--- config.mk ---
export PLATFORM = sky130hd
export DESIGN_NAME = uart_loader
export DESIGN_NICKNAME = d
export VERILOG_FILES = /design/src/rtl/uart_loader.sv
export SDC_FILE = /design/constraint.sdc
export NUM_CORES = 1
export LEC_CHECK = 0
export BUFFER_PORTS_ARGS = -buffer_cell sky130_fd_sc_hd__buf_4
export CAP_MARGIN = 25
export CELL_PAD_IN_SITES_DETAIL_PLACEMENT = 1
export CELL_PAD_IN_SITES_GLOBAL_PLACEMENT = 1
export CORE_MARGIN = 1
export CORE_UTILIZATION = 42
export DETAILED_ROUTE_END_ITERATION = 6
export PLACE_DENSITY = 0.81
export SYNTH_ARGS = -nofsm -noshare
export SYNTH_HDL_FRONTEND = slang
export SYNTH_SLANG_ARGS = --single-unit
--- constraint.sdc ---
create_clock -name clk -period 2.8 [get_ports clk]
set_clock_uncertainty 0.15 [all_clocks]
set_input_delay 0.28 -clock clk [delete_from_list [all_inputs] [get_ports clk]]
set_output_delay 0.28 -clock clk [all_outputs]
set_load 0.01 [all_outputs]
--- src/rtl/uart_loader.sv ---
// Byte-stream packet loader: SYNC, ADDR_H, ADDR_L, LEN, data..., CHK -> memory writes.
// Data bytes are written at base+index; XOR checksum decides pkt_ok vs pkt_err.
module uart_loader #(
  parameter logic [7:0]  SYNC_BYTE    = 8'hA5,
  parameter int unsigned TIMEOUT_CLKS = 25000
) (
  input  logic        clk,
  input  logic        reset,
  input  logic        rx_valid,
  input  logic [7:0]  rx_byte,
  output logic        mem_we,
  output logic [15:0] mem_addr,
  output logic [7:0]  mem_data,
  input  logic        mem_ready,
  output logic        busy,
  output logic        pkt_ok,
  output logic        pkt_err
);

  localparam int unsigned TW = $clog2(TIMEOUT_CLKS + 1);

  typedef enum logic [2:0] {
    S_IDLE, S_ADDR_H, S_ADDR_L, S_LEN, S_DATA, S_CHK
  } state_t;

  state_t      r_state, w_next;
  logic        r_rx_prev;
  logic [15:0] r_addr;
  logic [8:0]  r_cnt;
  logic [7:0]  r_xor;
  logic [7:0]  r_chk_rx;
  logic        r_chk_have;
  logic        r_mem_we;
  logic [15:0] r_mem_addr;
  logic [7:0]  r_mem_data;
  logic        r_pkt_ok, r_pkt_err;
  logic [TW-1:0] r_tmo;

  logic w_evt, w_pending, w_tmo, w_ok, w_err, w_write, w_abort;

  assign w_evt     = rx_valid & ~r_rx_prev;
  assign w_pending = r_mem_we & ~mem_ready;
  assign w_tmo     = (r_tmo >= TW'(TIMEOUT_CLKS));

  always_comb begin
    w_next  = r_state;
    w_ok    = 1'b0;
    w_err   = 1'b0;
    w_write = 1'b0;
    w_abort = 1'b0;
    case (r_state)
      S_IDLE:   if (w_evt && rx_byte == SYNC_BYTE) w_next = S_ADDR_H;
      S_ADDR_H: if (w_evt) w_next = S_ADDR_L;
      S_ADDR_L: if (w_evt) w_next = S_LEN;
      S_LEN:    if (w_evt) w_next = S_DATA;
      S_DATA: begin
        if (w_evt) begin
          if (w_pending) begin
            w_err   = 1'b1;
            w_abort = 1'b1;
            w_next  = S_IDLE;
          end else begin
            w_write = 1'b1;
            if (r_cnt == 9'd1) w_next = S_CHK;
          end
        end
      end
      S_CHK: begin
        // The checksum byte is parked until the final data write has been accepted.
        if (r_chk_have && !r_mem_we) begin
          w_next = S_IDLE;
          if (r_chk_rx == r_xor) w_ok = 1'b1;
          else                   w_err = 1'b1;
        end
      end
      default: w_next = S_IDLE;
    endcase
    if (r_state != S_IDLE && !w_evt && w_tmo && !w_ok && !w_err) begin
      w_err  = 1'b1;
      w_next = S_IDLE;
    end
  end

  always_ff @(posedge clk or posedge reset) begin
    if (reset) begin
      r_state    <= S_IDLE;
      r_rx_prev  <= 1'b0;
      r_addr     <= '0;
      r_cnt      <= '0;
      r_xor      <= '0;
      r_chk_rx   <= '0;
      r_chk_have <= 1'b0;
      r_mem_we   <= 1'b0;
      r_mem_addr <= '0;
      r_mem_data <= '0;
      r_pkt_ok   <= 1'b0;
      r_pkt_err  <= 1'b0;
      r_tmo      <= '0;
    end else begin
      r_state   <= w_next;
      r_rx_prev <= rx_valid;
      r_pkt_ok  <= w_ok;
      r_pkt_err <= w_err;

      if (w_evt || r_state == S_IDLE) r_tmo <= '0;
      else if (!w_pending)            r_tmo <= r_tmo + TW'(1);

      if (w_abort)                    r_mem_we <= 1'b0;
      else if (w_write)               r_mem_we <= 1'b1;
      else if (r_mem_we && mem_ready) r_mem_we <= 1'b0;

      if (r_state == S_IDLE) begin
        r_xor      <= '0;
        r_chk_have <= 1'b0;
      end else if (w_evt) begin
        case (r_state)
          S_ADDR_H: begin
            r_addr[15:8] <= rx_byte;
            r_xor        <= r_xor ^ rx_byte;
          end
          S_ADDR_L: begin
            r_addr[7:0] <= rx_byte;
            r_xor       <= r_xor ^ rx_byte;
          end
          S_LEN: begin
            r_cnt <= (rx_byte == 8'h00) ? 9'd256 : {1'b0, rx_byte};
            r_xor <= r_xor ^ rx_byte;
          end
          S_DATA: begin
            if (w_write) begin
              r_mem_addr <= r_addr;
              r_mem_data <= rx_byte;
              r_addr     <= r_addr + 16'd1;
              r_cnt      <= r_cnt - 9'd1;
              r_xor      <= r_xor ^ rx_byte;
            end
          end
          S_CHK: begin
            if (!r_chk_have) begin
              r_chk_rx   <= rx_byte;
              r_chk_have <= 1'b1;
            end
          end
          default: ;
        endcase
      end
    end
  end

  assign mem_we   = r_mem_we;
  assign mem_addr = r_mem_addr;
  assign mem_data = r_mem_data;
  assign busy     = (r_state != S_IDLE);
  assign pkt_ok   = r_pkt_ok;
  assign pkt_err  = r_pkt_err;

endmodule

==> results of run 1 <==
state kept, by name (all words and copies together), names as in the netlist:
name        flops
r_state         3
r_addr         16
r_chk_rx        8
r_cnt           9
mem_we          1
mem_data        8
r_chk_have      1
pkt_ok          1
pkt_err         1
mem_addr       16
r_rx_prev       1
r_xor           8
r_tmo          15
worst max-delay path: stages (launching register included):
cell	delay (ns)
dfrtp_1	0.64
nor2b_1	0.12
nand2b_1	0.70
nor3_1	0.14
nor3b_1	0.41
nor2_1	0.11
synth_stat cells, types with 11 or more instances:
cell and n:
a21oi_1 28, buf_2 11, clkbuf_1 11, dfrtp_1 88, inv_1 12, mux2_2 31
nand2_1 39, nand3_1 17, nor2_1 41, nor3_1 12, o21ai_0 24, xor2_1 18
per-layer routing:
layer / vias up / routed length (um) / global-route usage (%) / part of all wire, %
li1: 1661 / - / - / -
met1: 1788 / 5010 / 28.1 / 46
met2: 39 / 5470 / 36.7 / 50
met3: 10 / 269 / 4.49 / 2.5
met4: 0 / 151 / 6.24 / 1.4
met5: - / 0 / 0 / 0
cells by family after synthesis:
kind of cell             share of synthesized area [%]
AO/OA/AOI/OAI                                     13.9
buffers and inverters                             3.42
XOR/XNOR                                          5.30
flip-flops                                        49.3
AND/OR/NAND/NOR                                   18.1
multiplexers                                      8.52
adder cells (fa/ha/maj)                           1.40
power breakdown:
group | switching [mW] | internal [mW] | total (mW)
Sequential | 0.483 | 1.73 | 2.21
Clock | 0.430 | 0.459 | 0.890
Combinational | 0.874 | 0.801 | 1.68
Total | 1.79 | 2.99 | 4.78
stage by stage:
stage / util [%] / worst slack (ns) / cell area [um2]
CTS: 49.7 / 0.378 / 5130
floorplan: - / 0.0914 / 4460
finish: 49.7 / 0.404 / 5130
global placement: 47.5 / 0.485 / 4910
global route: 49.7 / 0.152 / 5130
detailed placement: 47.5 / 0.396 / 4910
layout make-up:
cell class              instances  area [um2]
fillers                      1156        5200
flip-flops and latches         88        2200
multi-input cells             322        2110
repair buffers                 51         400
well taps                     136         170
clock buffers                  13         159
inverters                      12        46.3
clock inverters                 3        40.0
what timing repair did:
| action | 4_1_cts | 5_1_grt |
|---|---|---|
| hold buffers | 2 | 0 |
| setup endpoints to repair | 0 | 0 |
| resized for setup | 0 | 0 |
| endpoints found under the hold margin | 32 | 0 |
path summary, 6_finish.rpt:
path / start / endpoint / slack (ns)
setup / recovery: r_state[1]$_DFFE_PP0P_ / r_state[2]$_DFFE_PP0P_ / 0.40
max in group asynchronous: reset / pkt_err$_DFF_PP0_ / 1.43
hold reg to reg: r_cnt[8]$_DFFE_PP0P_ / r_cnt[8]$_DFFE_PP0P_ / 0.37
setup reg to reg: r_state[1]$_DFFE_PP0P_ / r_state[2]$_DFFE_PP0P_ / 0.40
hold / removal: rx_byte[1] / r_chk_rx[1]$_DFFE_PP0P_ / 0.07
min in group asynchronous: reset / mem_addr[10]$_DFFE_PP0P_ / 0.37
==> key figures, run 1 <==
STA
  • Hold Violations, Final: 0
  • Setup TNS: 0 ns
  • Final setup violation count: 0
  • Max_slew headroom: between 30 and 40%
  • RSZ-0062 raised after global routing: no
  • Final Cycle Share: a little under nine tenths
  • Tightest Pin Transition: 0.964 ns
  • Post-layout min period: 2.40 ns
  • Pins over their slew limit: 0
  • Max frequency: 0.417 GHz
  • WHS: 0.0720 ns

Critical path
  • WP data required: between 2 and 3 ns
  • R2R cell count: 5
  • Crit path kind: reg2reg
  • CP Capture Type: flop
  • Crit-path max FO: 23
  • Critical Path Start Type: flop
  • WP data arrival: 2.47 ns

Clock network
  • CTS buffer count: 9
  • CTS tree: built
  • Clock-pin transition on the worst setup and hold timing paths: 0.08 ns
  • Clk root buf: clkbuf_8
  • Postcts setup bufs: 0
  • Worst-skew pair later-pin latency: 0.36 ns
  • Worst-case clock buffer depth: 2
  • H-tree depth: 3
  • Clock sink total: 88

Power
  • Peak VDD IR: 0.433 mV
  • Leakage power: 2.28 nW
  • Pwr Total: 4.78 mW
  • Pwr dens: between 900 and 1000 nW/um2

Finish
  • Area Overhead vs Synth: 14.9%
  • Most common cell after layout, fill and taps aside: dfrtp_1
  • Most frequent cells in the layout: 88 x dfrtp_1, 48 x buf_4, 41 x nor2_1, 39 x nand2_1, 31 x mux2_2
  • NumNets Final: 501
  • Share of cells above drive strength 1: 21.1%
  • Fin cells: about 630
  • N_diodes: 0

Floorplan
  • Chip width: 105 um
  • Die height: 105 um
  • Core area: 10,300 um2
  • Initial core utilization: a little over two fifths
  • Site row count: 37
  • I/O pin cnt: 40
  • Die Area: 11,000 um2

Yosys
  • Synth unique cells: 56
  • Synth area leader: dfrtp_1
  • Async SR Flop Fraction: between 90% and 100%
  • Top post-synthesis cells by area: dfrtp_1 49%, mux2_2 7.8%, xor2_1 3.5%, nor2_1 3.4%, nand2_1 3.3%
  • Syn nets: 462
  • #FFs+latches synth: 88
  • Cell count after synthesis: 445
  • Register area share after synthesis: between 40% and 50%
  • Top_reg_cell synth: dfrtp_1
  • Syn Std Cell Area: 4460 um2
  • Avg Cell Area, Syn: 10.0 um2
  • Share of the synthesized area in the top cell type: 49.3%
  • EDFF count, synth: 0
  • Yosys warning total: 0

Drt
  • Drt first pass iters: 4
  • DRC errors left: 0
  • Post-Route WL: 10,900 um
  • Vias per Instance: 5.60
  • Final ANT Viol Nets: 0
  • Wire per inst: 17.4 um
  • 1st-iter DRT viols: 115
  • Vias: 3,498

Worst hold path
  • Worst Hold Class: in2reg
  • Hold Path Depth: 2

Run
  • Max cap viols: 0

Global routing
  • First-pass GRT wire length: 18,700 um
  • Initial antenna violation count: 0
  • GRT Overall Usage: 21.7%
  • Vias in the first global route: 3,661
  • Largest net degree at the start of global routing: 58
  • Total grt overflow: 0

Status
  • Status: finished clean

Place
  • Placer congestion estimate: 0.813
  • DP Cell Count: 607
  • Dpl hpwl: between 7000 and 8000 um
  • PortBufs: 39
(Power assumes the default switching activity.)
==> run 2, diff against run 1 <==
--- a/config.mk
+++ b/config.mk
@@ -12,7 +12,9 @@
 export CORE_MARGIN = 1
 export CORE_UTILIZATION = 42
 export DETAILED_ROUTE_END_ITERATION = 6
+export HOLD_SLACK_MARGIN = 0.1
 export PLACE_DENSITY = 0.81
+export REMOVE_ABC_BUFFERS = 1
 export SYNTH_ARGS = -nofsm -noshare
 export SYNTH_HDL_FRONTEND = slang
 export SYNTH_SLANG_ARGS = --single-unit
==> run 2 against run 1 <==
  * Die area is the same
  * Setup slack lost 0.19 ns
  * Routed wire length grew 10%
  * Largest power group unchanged
  * Highest routed layer unchanged
==> key figures, run 2 (synthesized netlist as in run 1, its figures left out) <==
Critical path
  • Reg2reg end: r_state[2]$_DFFE_PP0P_
  • Critical path, cell by cell: nor2b_1 > nand2b_1 > nor3_1 > nor3b_1 > nor2_1
  • CP delay by family, top: simple AND/OR/NAND/NOR gates
  • Crit-path max FO: 22 (-4.3%)
  • CP Capture Type: flop
  • Reg2reg start: r_state[2]$_DFFE_PP0P_
  • Buf/Inv on CP: 0 (unchanged)
  • Crit path kind: reg2reg
  • Levels on crit path: 5 (unchanged)
  • R2R cell count: 5 (unchanged)
  • Register-to-register setup slack: 0.22 ns (-0.19 ns)
  • Critical Path Max Stage Delay: 0.65 ns (-0.05 ns)
  • Slowest cell on crit path: nand2b_1
  • WP data arrival: 2.66 ns (+0.19 ns)
  • CP Launch Point: r_state[2]$_DFFE_PP0P_
  • Critical Path Start Type: flop
  • WP data required: 2.88 ns (about the same)

Worst hold path
  • Hold path startpoint: rx_byte[6]
  • Worst Hold End: mem_data[6]$_DFFE_PP0P_
  • Hold Path Depth: 2 (unchanged)
  • Worst Hold Class: in2reg

Clock network
  • Worst-skew pair later-pin latency: 0.37 ns (about the same)
  • CTS tree: built
  • Resize count post-CTS: 0 (unchanged)
  • Clock-pin transition on the worst setup and hold timing paths: 0.09 ns (about the same)
  • H-tree depth: 3 (unchanged)
  • Clock sink total: 88 (unchanged)
  • Worst-case clock buffer depth: 2 (unchanged)
  • Clk root buf: clkbuf_8
  • CTS buffer count: 9 (unchanged)

Drt
  • Post-Route WL: 12,000 um (+10%)
  • Met2 routed WL: 6070 um (+11%)
  • DR top layer: met4
  • DRT met1 WL: 5120 um (+2.2%)
  • Vias per Instance: 5.79 (+3.5%)
  • 1st-iter DRT viols: 218 (+90%)
  • Vias: 3,649 (+4.3%)
  • DRC errors left: 0 (unchanged)
  • Metal3 WL: 489 um (+82%)
  • Wire per inst: 19.0 um (+9.2%)
  • Final ANT Viol Nets: 0 (unchanged)
  • Drt first pass iters: 6 (+2)

Power
  • Peak VDD IR: 0.429 mV (-0.80%)
  • Pwr dens: 956 nW/um2 (+2.5%)
  • Leakage power: 2.31 nW (+1.5%)

Status
  • Status: finished clean

Global routing
  • GRT Overall Usage: 23.7% (+2.0 points)
  • Initial antenna violation count: 0 (unchanged)
  • First-pass GRT wire length: 20,400 um (+9.0%)
  • Largest net degree at the start of global routing: 89 (+53%)
  • Vias in the first global route: 3,932 (+7.4%)
  • Total grt overflow: 0 (unchanged)

STA
  • RSZ-0062 raised after global routing: no
  • Max frequency: 0.387 GHz (-7.2%)
  • Tightest Pin Transition: 0.871 ns (-0.0931 ns)
  • Post-layout min period: 2.58 ns (+0.187 ns)
  • Pins over their slew limit: 0 (unchanged)
  • Max_slew headroom: 42.0% (+6.2 points)
  • Hold Violations, Final: 0 (unchanged)
  • Final Cycle Share: 92.3% (+6.7 points)
  • Final setup violation count: 0 (unchanged)

Finish
  • Share of cells above drive strength 1: 20.2% (-0.82 points)
  • Fill count: 1,169 (+1.1%)
  • Area Overhead vs Synth: 17.0%
  • Final Cell Area: 5220 um2 (+1.9%)
  • N_diodes: 0 (unchanged)
  • NumNets Final: 506 (+1.0%)
  • Fin cells: 630 (+0.80%)
  • Most common cell after layout, fill and taps aside: dfrtp_1
  • Most frequent cells in the layout: 88 x dfrtp_1, 46 x buf_4, 41 x nor2_1, 39 x nand2_1, 31 x mux2_2

Place
  • PortBufs: 39 (unchanged)
  • Placed Area: 4910 um2 (+0.10%)
  • DP Cell Count: 606 (-0.16%)
  • Dpl hpwl: 7990 um (+3.5%)
  • Placer congestion estimate: 0.846 (+4.1%)

Floorplan
  • I/O pin cnt: 40 (unchanged)
  • Die height: 105 um (unchanged)
  • Chip width: 105 um (unchanged)
  • Die Area: 11,000 um2 (unchanged)
  • Core area: 10,300 um2 (unchanged)
  • Site row count: 37 (unchanged)
  • Initial core utilization: 43.2% (unchanged)

Run
  • Max cap viols: 0 (unchanged)
==> run 2: cell types whose count changed in the layout (fill, tap and decap cells not counted) <==
cell,before,now
clkbuf_1,2,4
clkbuf_8,11,9
bufinv_16,1,3
clkinv_2,3,1
dlygate4sd3_1,2,8
buf_12,1,2
buf_4,48,46
==> run 2: worst max path at each step <==
stage,slack (ns),end
after floorplan,-0.15,mem_addr[0]$_DFFE_PP0P_
after global placement,0.47,r_state[0]$_DFFE_PP0P_
after detailed placement,0.30,r_state[2]$_DFFE_PP0P_
after CTS,0.24,r_state[2]$_DFFE_PP0P_
after global routing,0.07,r_state[2]$_DFFE_PP0P_
final,0.22,r_state[2]$_DFFE_PP0P_
==> run 2: worst reg2reg max path, cell delays in order, from the launching register on <==
cell	delay [ns]
dfrtp_1	0.59
nor2b_1	0.25
nand2b_1	0.65
nor3_1	0.19
nor3b_1	0.48
nor2_1	0.14
==> run 2: final cells by class <==
cell class,count,area (um2),share of cell area (%)
Sequential cell,88,2200,42.2
Clock inverter,3,90.1,1.73
Timing Repair Buffer,56,465,8.91
Inverter,12,46.3,0.887
Tap cell,136,170,3.26
Clock buffer,13,139,2.66
Multi-Input combinational cell,322,2110,40.4
==> run 2: stage by stage <==
stage	setup TNS [ns]	power [mW]	setup slack [ns]	hold slack, ns	utilization, %
final	0	4.99	0.217	0.122	50.6
after global routing	0	5.31	0.0691	0.119	50.6
after CTS	0	5.02	0.238	0.109	50.6
after detailed placement	0	3.93	0.302	0.259	47.6
after global placement	0	3.80	0.466	0.256	47.6
after floorplan	-3.60	3.23	-0.152	0.161	-
==> run 2: routing by layer <==
layer	GRT usage (%)	vias to the layer above
met5	0	-
met1	29.3	1865
met4	7.55	0
met2	40.6	79
met3	5.99	29
li1	-	1676
==> run 2: report_power, final <==
group	internal, mW	switching (mW)
clock network	0.596	0.458
logic	0.802	0.897
registers	1.73	0.507
total	3.13	1.86
==> run 2: what timing repair did <==
| item | in CTS | in global routing |
|---|---|---|
| setup buffers | 0 | 0 |
| hold buffers | 8 | 0 |
| hold endpoints to repair | 101 | 0 |
